--- src/rtl/mem_burst_pkg.sv ---
// Shared types and default geometry for the cache-line to memory-burst adapter.
package mem_burst_pkg;

  // Default burst geometry: four 64-bit beats make one 256-bit cache line.
  localparam int BEAT_W_DEF = 64;
  localparam int BEATS_DEF  = 4;
  localparam int LINE_W_DEF = BEAT_W_DEF * BEATS_DEF;

  // Burst sequencing states.
  typedef enum logic [1:0] {
    IDLE  = 2'd0,
    READ  = 2'd1,
    WRITE = 2'd2,
    DONE  = 2'd3
  } state_e;

endpackage

--- src/rtl/mem_burst_adapter.sv ---
// Converts single-cycle cache line fill/writeback requests into multi-beat
// memory bursts. The beat counter and line buffers live inline in this module.
module mem_burst_adapter
  import mem_burst_pkg::*;
#(
  parameter int BEAT_W = BEAT_W_DEF,
  parameter int BEATS  = BEATS_DEF,
  localparam int LINE_W = BEAT_W * BEATS
) (
  input  logic              clk,
  input  logic              rst_n,
  input  logic [31:0]       line_addr_i,
  input  logic              line_read_i,
  input  logic              line_write_i,
  input  logic [LINE_W-1:0] line_wdata_i,
  output logic [LINE_W-1:0] line_rdata_o,
  output logic              line_resp_o,
  output logic [31:0]       mem_addr_o,
  output logic              mem_read_o,
  output logic              mem_write_o,
  output logic [BEAT_W-1:0] mem_wdata_o,
  input  logic [BEAT_W-1:0] mem_rdata_i,
  input  logic              mem_resp_i
);

  localparam int CNT_W = (BEATS > 1) ? $clog2(BEATS) : 1;
  localparam logic [CNT_W-1:0] LAST_BEAT = CNT_W'(BEATS - 1);
  // Line offset bits [4:0] are dropped so the burst always starts line-aligned.
  localparam logic [31:0] ADDR_MASK = 32'hFFFF_FFE0;

  state_e            state_q, state_d;
  logic [CNT_W-1:0]  cnt_q, cnt_d;
  logic [31:0]       addr_q, addr_d;
  logic [LINE_W-1:0] wdata_q, wdata_d;
  logic [LINE_W-1:0] rdata_q, rdata_d;
  int                beat_base;

  // State, counter and line buffers; reset clears everything so a burst aborts at once.
  always_ff @(posedge clk or negedge rst_n) begin
    if (!rst_n) begin
      state_q <= IDLE;
      cnt_q   <= '0;
      addr_q  <= '0;
      wdata_q <= '0;
      rdata_q <= '0;
    end else begin
      state_q <= state_d;
      cnt_q   <= cnt_d;
      addr_q  <= addr_d;
      wdata_q <= wdata_d;
      rdata_q <= rdata_d;
    end
  end

  // Next-state logic: latch a request in IDLE (write wins), count accepted beats, wrap on the last.
  always_comb begin
    state_d   = state_q;
    cnt_d     = cnt_q;
    addr_d    = addr_q;
    wdata_d   = wdata_q;
    rdata_d   = rdata_q;
    beat_base = int'(cnt_q) * BEAT_W;
    case (state_q)
      IDLE: begin
        if (line_write_i) begin
          addr_d  = line_addr_i & ADDR_MASK;
          wdata_d = line_wdata_i;
          cnt_d   = '0;
          state_d = WRITE;
        end else if (line_read_i) begin
          addr_d  = line_addr_i & ADDR_MASK;
          cnt_d   = '0;
          state_d = READ;
        end
      end
      READ: begin
        if (mem_resp_i) begin
          rdata_d[beat_base +: BEAT_W] = mem_rdata_i;
          if (cnt_q == LAST_BEAT) begin
            cnt_d   = '0;
            state_d = DONE;
          end else begin
            cnt_d = cnt_q + CNT_W'(1);
          end
        end
      end
      WRITE: begin
        if (mem_resp_i) begin
          if (cnt_q == LAST_BEAT) begin
            cnt_d   = '0;
            state_d = DONE;
          end else begin
            cnt_d = cnt_q + CNT_W'(1);
          end
        end
      end
      DONE: begin
        state_d = IDLE;
      end
      default: begin
        state_d = IDLE;
      end
    endcase
  end

  assign mem_read_o   = (state_q == READ);
  assign mem_write_o  = (state_q == WRITE);
  assign line_resp_o  = (state_q == DONE);
  assign mem_addr_o   = addr_q;
  assign mem_wdata_o  = wdata_q[int'(cnt_q) * BEAT_W +: BEAT_W];
  assign line_rdata_o = rdata_q;

endmodule

--- config.mk ---
export PLATFORM = sky130hd
export DESIGN_NAME = mem_burst_adapter
export DESIGN_NICKNAME = d
export VERILOG_FILES = /design/src/rtl/mem_burst_pkg.sv /design/src/rtl/mem_burst_adapter.sv
export SDC_FILE = /design/constraint.sdc
export NUM_CORES = 1
export LEC_CHECK = 0
export BUFFER_PORTS_ARGS = -buffer_cell sky130_fd_sc_hd__buf_2
export CELL_PAD_IN_SITES_DETAIL_PLACEMENT = 0
export CELL_PAD_IN_SITES_GLOBAL_PLACEMENT = 1
export CORE_UTILIZATION = 25
export DETAILED_ROUTE_END_ITERATION = 8
export PLACE_DENSITY_LB_ADDON = 0.1
export RECOVER_POWER = 50
export SLEW_MARGIN = 20
export SYNTH_ARGS = -nofsm -noshare
export SYNTH_HDL_FRONTEND = slang
export SYNTH_SLANG_ARGS = --single-unit
--- constraint.sdc ---
create_clock -name clk -period 3.4 [get_ports clk]
set_input_delay 0 -clock clk [delete_from_list [all_inputs] [get_ports clk]]
set_output_delay 0 -clock clk [all_outputs]
set_load 0.02 [all_outputs]
==> results.py, run 1 <==
metrics = {
    "timing": {
        "measured_slew_at_the_worst_slew_check_pin_ns": 2.44,
        "fmaxAchievable_ghz": 0.391,
        "report.final.setup_viol": 0,
        "setup_repair_after_global_routing_missed_its_margin": "false",
        "slew_headroom_pct": -62.6,
        "final.setup_skew_ns": 0.0189,
        "final_max_tran_viols": 73,
        "post-route-period-util_pct": 75.2,
        "final.setup.tns_ns": 0,
        "postLayoutSetupSlackWorst_ns": 0.842,
        "layout_min_cycle_time_ns": 2.56,
        "hold_violations_final": 0,
    },
    "placed_design": {
        "portBuffers": 701,
        "place_hpwl_microns": 55100,
        "numPlacedInstances": 3080,
        "dp_worst_setup_slack_ns": 0.844,
        "place.gp.congestion": 0.772,
    },
    "layout": {
        "count_of_nets_after_finishing": 2736,
        "drive_above_1_share_pct": 40.9,
        "multi_input_area_sq_um": 7340,
        "num-fill-cells": 8333,
        "final_cell_count_no_fill": 3554,
        "synthToLayoutAreaGrowth_pct": 48.5,
        "ff_latch_area_sq_um": 13600,
    },
    "drt": {
        "drtIter0Drc": 538,
        "drt-wirelength-per-cell_microns": 22.3,
        "drt-total-wl_microns": 79200,
        "route.vias.total": 15982,
        "route.detailed.vias_per_inst": 4.50,
        "antenna_left": 0,
        "drt-pass1-iter-count": 5,
        "route.detailed.drc": 0,
    },
    "cts": {
        "cts.reportedPaths.clkPinSlew_ns": 0.06,
        "cts_buffers": 68,
        "cts_num_sinks": 543,
        "worstSkewPairLatency_ns": 0.61,
        "tritoncts": "done",
        "ctsRootBufferMaster": "sky130_fd_sc_hd__clkbuf_16",
        "cts_buffer_depth": 3,
        "cts-htree-levels": 3,
    },
    "worst_hold_path": {
        "worst_hold_path.endpoint": "wdata_q[28]",
        "min_delay_path_depth": 3,
        "hold_path.startpoint": "line_wdata_i[28]",
        "min_path_type": "in -> reg",
    },
    "logic_synthesis": {
        "number_of_synthesized_flops_with_an_enable_pin": 0,
        "netlist_area_sq_um": 21400,
        "synth_top_cell_area_share_pct": 63.5,
        "synthTopCellsByCount": "543 x sky130_fd_sc_hd__dfrtp_1, 285 x sky130_fd_sc_hd__mux2_2, 256 x sky130_fd_sc_hd__a22o_1",
        "synth_largest_area_cell": "sky130_fd_sc_hd__dfrtp_1",
        "synth_cells": 1298,
        "main_area_contributors_after_synthesis": "sky130_fd_sc_hd__dfrtp_1 63%, sky130_fd_sc_hd__mux2_2 15%, sky130_fd_sc_hd__a22o_1 10%, sky130_fd_sc_hd__mux4_2 6.7%, sky130_fd_sc_hd__buf_2 1.1%",
        "postSynthRegisterBits": 543,
        "synthFlopType": "sky130_fd_sc_hd__dfrtp_1",
        "post_synth_num_cell_types": 31,
        "yosysWarnings": 0,
        "yosysMostFrequentCell": "sky130_fd_sc_hd__dfrtp_1",
        "avgSynthCellArea_sq_um": 16.5,
        "part_of_the_yosys_area_used_for_sequential_elements_pct": 63.5,
        "synth_async_sr_flop_share_pct": 100,
    },
    "power_and_ir_drop": {
        "power_density_nw_per_um2": 847,
        "power.static_leakage_nw": 14.7,
        "irDropWorstVdd_mv": 0.408,
    },
    "floorplan": {
        "floorplan.die.height_microns": 295,
        "die_w_microns": 295,
        "design.portCount": 712,
        "design.die.area_sq_um": 86800,
        "floorplan.initialDensity_pct": 25.4,
        "core_region_area_sq_um": 84200,
        "placement_rows": 106,
    },
    "worst_setup_path": {
        "worst_setup_path_end_kind": "asynchronous set/reset pin",
        "crit_path_max_incr_delay_ns": 1.64,
        "critPathMaxFanout": 76,
        "minimum_setup_slack_among_reg_to_reg_paths_ns": 0.90,
        "worstSetupPathType": "in -> async",
        "critPathRequiredTime_ns": 4.19,
        "reg2reg_from": "state_q[1]",
        "critical_path.slowest_cell": "sky130_fd_sc_hd__clkbuf_2",
        "worstSetupStartpointType": "primary input",
        "crit_arrival_ns": 3.35,
        "reg2reg_to": "line_rdata_o[197]",
        "crit_chain": "dlygate4sd3_1 -> clkbuf_2 -> clkbuf_1 -> buf_4",
        "timing.reg2reg.worst_path_depth": 5,
    },
    "run": {
        "maxCapViolCount": 1,
    },
    "grt": {
        "grt_pass1_vias": 17670,
        "antenna_found_initial": 14,
        "global_route.usage.total_pct": 18.0,
        "pin_count_of_the_biggest_net_entering_global_routing": 88,
        "total_congestion_overflow": 0,
        "wire_length_of_the_first_global_routing_pass_microns": 117000,
    },
    "outcome": {
        "violations": "max-capacitance violations, max-slew violations",
        "status": "finished with violations",
    },
}
==> layout by cell type (no fill, tap or decap), types with 2 or more instances in the layout <==
master	synthesis	routed
sky130_fd_sc_hd__clkbuf_1	34	239
sky130_fd_sc_hd__nand3_1	5	2
sky130_fd_sc_hd__nand3_2	1	2
sky130_fd_sc_hd__buf_12	0	13
sky130_fd_sc_hd__mux2_2	285	285
sky130_fd_sc_hd__bufinv_16	0	2
sky130_fd_sc_hd__nor2_4	1	2
sky130_fd_sc_hd__mux2i_1	2	2
sky130_fd_sc_hd__inv_16	0	3
sky130_fd_sc_hd__clkbuf_16	0	69
sky130_fd_sc_hd__clkinv_8	0	2
sky130_fd_sc_hd__conb_1	1	5
sky130_fd_sc_hd__buf_2	47	487
sky130_fd_sc_hd__clkbuf_2	0	4
sky130_fd_sc_hd__nor3_4	1	2
sky130_fd_sc_hd__diode_2	0	5
sky130_fd_sc_hd__inv_1	8	8
sky130_fd_sc_hd__nand2b_1	2	2
sky130_fd_sc_hd__clkinv_2	0	7
sky130_fd_sc_hd__dfrtp_4	0	2
sky130_fd_sc_hd__buf_4	12	20
sky130_fd_sc_hd__mux4_2	64	64
sky130_fd_sc_hd__dlygate4sd3_1	0	351
sky130_fd_sc_hd__clkbuf_8	0	14
sky130_fd_sc_hd__dfrtp_1	543	541
sky130_fd_sc_hd__nand3_4	0	2
sky130_fd_sc_hd__ha_1	12	12
sky130_fd_sc_hd__nand2_1	5	4
sky130_fd_sc_hd__a22o_1	256	256
==> how the worst max path moves through the flow <==
stage	from	end	slack [ns]	depth (start not counted)
after floorplan	cnt_q[1]	line_rdata_o[207]	0.83	8
after global placement	state_q[1]	line_rdata_o[241]	0.89	5
after detailed placement	state_q[1]	line_rdata_o[252]	0.84	5
after CTS	state_q[1]	line_rdata_o[197]	0.83	5
after global routing	rst_n	line_rdata_o[147]	0.38	3
final	rst_n	line_rdata_o[80]	0.84	4
==> flip-flops by register name, summed over array words and instances, names as in the netlist <==
register	count
state_q	2
line_rdata_o	256
mem_addr_o	27
cnt_q	2
wdata_q	256
==> report_power, final <==
group	internal (W)	total [W]	switching, W
Clock	0.00423	0.00716	0.00293
Combinational	0.00461	0.00979	0.00517
Sequential	0.00880	0.00997	0.00117
Total	0.0176	0.0269	0.00928
==> logic make-up after synthesis <==
| group | after synthesis | share of synthesized area [%] |
|---|---|---|
| compound gates | 260 | 10.6 |
| fa+ha+maj | 12 | 0.701 |
| buf+inv | 108 | 2.59 |
| flops | 543 | 63.5 |
| mux | 351 | 21.8 |
| other cells | 1 | 0.0175 |
| simple gates | 23 | 0.818 |
==> area by class of cell <==
class	instances	area share [%]
timing repair buffer	1095	22.7
multi-input combinational	651	23.1
inverter	8	0.0944
clock inverter	16	0.645
sequential	543	42.8
tap	1134	4.46
antenna	5	0.0393
clock buffer	102	6.26
==> routing by layer <==
metal  wire, microns  share of wire [%]  GRT usage (%)
met5             104               0.13              0
met4            2210                2.8           5.64
met3            5460                6.9           5.13
met2           40400                 51           31.6
met1           31000                 39           21.1
==> what timing repair did <==
item                      4_1_cts  5_1_grt
gates resized for setup         0        0
buffers inserted                0        0
hold endpoints to repair      731        0
hold buffers                  351        0
==> per-stage QoR <==
step / power, W / hold slack [ns] / instance area (sq um) / util (%)
5_1_grt: 0.0285 / 0.133 / 31800 / 37.8
3_5_place_dp: 0.0199 / 0.0795 / 26400 / 31.3
2_1_floorplan: 0.0163 / -0.296 / 21400 / -
3_3_place_gp: 0.0197 / 0.0719 / 26400 / 31.3
4_1_cts: 0.0276 / 0.0178 / 32100 / 38.1
6_report: 0.0269 / 0.151 / 31800 / 37.8
==> critical path: cells and delay by family <==
kind                   cells  cell delay [ns]
buffers and inverters      4             3.15
Note: power is estimated with default switching activity, not from simulation.
==> run 2: changes to the inputs <==
clock period = 2.54 ns   (was 3.4 ns; I/O delays follow)
==> run 2 against run 1 <==
  * The flow now finishes without violations
  * Utilization down 0.065 points
  * Total power up 34%
  * Critical path depth down 1
  * Register-to-register slack worse by 0.55 ns
  * Via count down 0.36%
  * Hold slack better by 0.012 ns
  * Sequential share of layout area up 0.074 points
  * Sequential power up 34%
  * Count of clock-buffer cells in the layout down 6
  * Design area down 0.17%
  * Global-route usage down 0.099 points
  * Setup slack worse by 0.68 ns
  * Critical endpoint is now mem_wdata_o[36]
==> results.py, run 2 (synthesis gave the netlist of run 1 again) <==
metrics = {
    "outcome": {
        "status": "finished clean",
    },
    "drt": {
        "route.detailed.drc": 0,
        "antenna_left": 0,
        "drt-total-wl_microns": 79100,
        "route.detailed.vias_per_inst": 4.49,
        "route.vias.total": 15924,
        "drt-wirelength-per-cell_microns": 22.3,
        "drtIter0Drc": 593,
        "drt-pass1-iter-count": 5,
    },
    "power_and_ir_drop": {
        "total_power_w": 0.0360,
        "power.clock.fraction_pct": 25.9,
        "irDropWorstVdd_mv": 0.703,
        "switching_part_of_the_total_power_pct": 34.8,
        "combinationalPowerShare_pct": 36.8,
        "power_density_nw_per_um2": 1130,
        "seqPwrFrac_pct": 37.2,
        "net-switching-power_w": 0.0125,
        "p_int_w": 0.0235,
        "power.static_leakage_nw": 14.4,
    },
    "worst_setup_path": {
        "worst_setup_path_end_kind": "primary output",
        "worstSetupPathType": "reg -> out",
        "worstSetupStartpointType": "flop",
        "minimum_setup_slack_among_reg_to_reg_paths_ns": 0.35,
        "timing.reg2reg.worst_path_depth": 6,
        "timing.critical_path.from": "cnt_q[0]",
        "crit_arrival_ns": 2.38,
        "reg2reg_to": "line_rdata_o[16]",
        "critPathMaxFanout": 32,
        "reg2reg_from": "cnt_q[0]",
        "critPathRequiredTime_ns": 2.54,
        "cp-endpoint": "mem_wdata_o[36]",
    },
    "floorplan": {
        "design.die.area_sq_um": 86800,
        "floorplan.initialDensity_pct": 25.4,
        "placement_rows": 106,
        "floorplan.die.height_microns": 295,
        "design.portCount": 712,
        "die_w_microns": 295,
        "core_region_area_sq_um": 84200,
    },
    "layout": {
        "final_core_utilization_pct": 37.7,
        "drive_above_1_share_pct": 37.8,
        "layout.cells.most_common": "sky130_fd_sc_hd__dfrtp_1",
        "layout.cells.most_common_list": "541 x sky130_fd_sc_hd__dfrtp_1, 415 x sky130_fd_sc_hd__buf_2, 354 x sky130_fd_sc_hd__dlygate4sd3_1",
        "count_of_nets_after_finishing": 2732,
        "synthToLayoutAreaGrowth_pct": 48.2,
    },
    "cts": {
        "cts_num_sinks": 543,
        "cts_buffer_depth": 3,
        "cts_buffers": 67,
        "tritoncts": "done",
        "ctsRootBufferMaster": "sky130_fd_sc_hd__clkbuf_16",
        "postCtsSetupRepairBufs": 0,
        "cts.reportedPaths.clkPinSlew_ns": 0.06,
        "worstSkewPairLatency_ns": 0.61,
        "cts-htree-levels": 3,
    },
    "timing": {
        "layout_min_cycle_time_ns": 2.38,
        "final_max_tran_viols": 0,
        "setup_repair_after_global_routing_missed_its_margin": "false",
        "final.setup_skew_ns": 0.0295,
        "post-route-period-util_pct": 93.7,
        "report.final.setup_viol": 0,
        "whs_ns": 0.163,
        "hold_violations_final": 0,
        "fmaxAchievable_ghz": 0.420,
        "slew_headroom_pct": 15.3,
        "final.setup.tns_ns": 0,
        "measured_slew_at_the_worst_slew_check_pin_ns": 1.27,
    },
    "placed_design": {
        "portBuffers": 701,
        "place_hpwl_microns": 54200,
        "place.gp.congestion": 0.771,
    },
    "run": {
        "maxCapViolCount": 0,
    },
    "grt": {
        "global_route.usage.total_pct": 17.9,
        "grt_pass1_vias": 17548,
        "pin_count_of_the_biggest_net_entering_global_routing": 96,
        "total_congestion_overflow": 0,
        "antenna_found_initial": 14,
        "wire_length_of_the_first_global_routing_pass_microns": 116000,
    },
    "worst_hold_path": {
        "min_delay_path_depth": 3,
        "min_path_type": "in -> reg",
    },
}
==> run 2: cell types whose count changed in the layout (fill, tap and decap cells not counted), moves of 3 or more <==
cell                            delta
sky130_fd_sc_hd__dlygate4sd3_1     +3
sky130_fd_sc_hd__clkbuf_8          -3
sky130_fd_sc_hd__buf_12            +5
sky130_fd_sc_hd__clkbuf_4          +4
sky130_fd_sc_hd__buf_2            -72
sky130_fd_sc_hd__buf_4            -13
sky130_fd_sc_hd__clkbuf_1         +67
==> run 2: power groups by stage <==
stage	combinational [W]	sequential [W]	clock, W
global route	0.0142	0.0138	0.0100
floorplan	0.00761	0.0142	0
CTS	0.0139	0.0134	0.00969
finish	0.0133	0.0134	0.00933
global placement	0.0131	0.0134	0
detailed placement	0.0132	0.0135	0
==> run 2: routing by layer <==
| metal | routed length (microns) | share of wire, % | up-vias | global-route usage (%) |
|---|---|---|---|---|
| li1 | - | - | 7060 | - |
| met1 | 30700 | 39 | 8228 | 20.7 |
| met2 | 40100 | 51 | 488 | 31.5 |
| met3 | 5630 | 7.1 | 134 | 5.29 |
| met4 | 2540 | 3.2 | 14 | 5.83 |
| met5 | 97 | 0.12 | - | 0 |
==> run 2: worst min path at each step <==
| stage | from | to |
|---|---|---|
| 2_1_floorplan | rst_n | cnt_q[0] |
| 3_3_place_gp | rst_n | line_rdata_o[251] |
| 3_5_place_dp | rst_n | line_rdata_o[251] |
| 4_1_cts | line_wdata_i[39] | wdata_q[39] |
| 5_1_grt | line_wdata_i[234] | wdata_q[234] |
| 6_report | line_wdata_i[157] | wdata_q[157] |
==> run 2: critical path, stage by stage, from the launching register on <==
cell and delay (ns):
sky130_fd_sc_hd__dfrtp_4 0.54, sky130_fd_sc_hd__bufbuf_16 0.49, sky130_fd_sc_hd__mux4_2 0.55, sky130_fd_sc_hd__buf_2 0.19
==> run 2: timing repair <==
item | in CTS | in global routing
hold endpoints to repair | 1018 | 0
gates resized for setup | 1 | 0
hold buffers | 354 | 0
endpoints found under the setup margin | 33 | 0
==> run 2: area by class of cell <==
class	instances	area [sq um]
diodes	7	17.5
clock buffers	96	1900
clock inverters	19	233
fillers	8348	52500
inverters	8	30.0
multi-input cells	651	7320
flip-flops and latches	543	13600
well taps	1134	1420
repair buffers	1092	7230
==> run 2: per-stage QoR <==
step | setup WS [ns] | cells | cell area, sq um
after CTS | 0.0603 | 3543 | 32200
after global routing | 0.00333 | 3548 | 31700
after global placement | 0.414 | 3073 | 26500
final | 0.160 | 3550 | 31700
after detailed placement | 0.413 | 3073 | 26500
after floorplan | 0.126 | 1302 | 21400
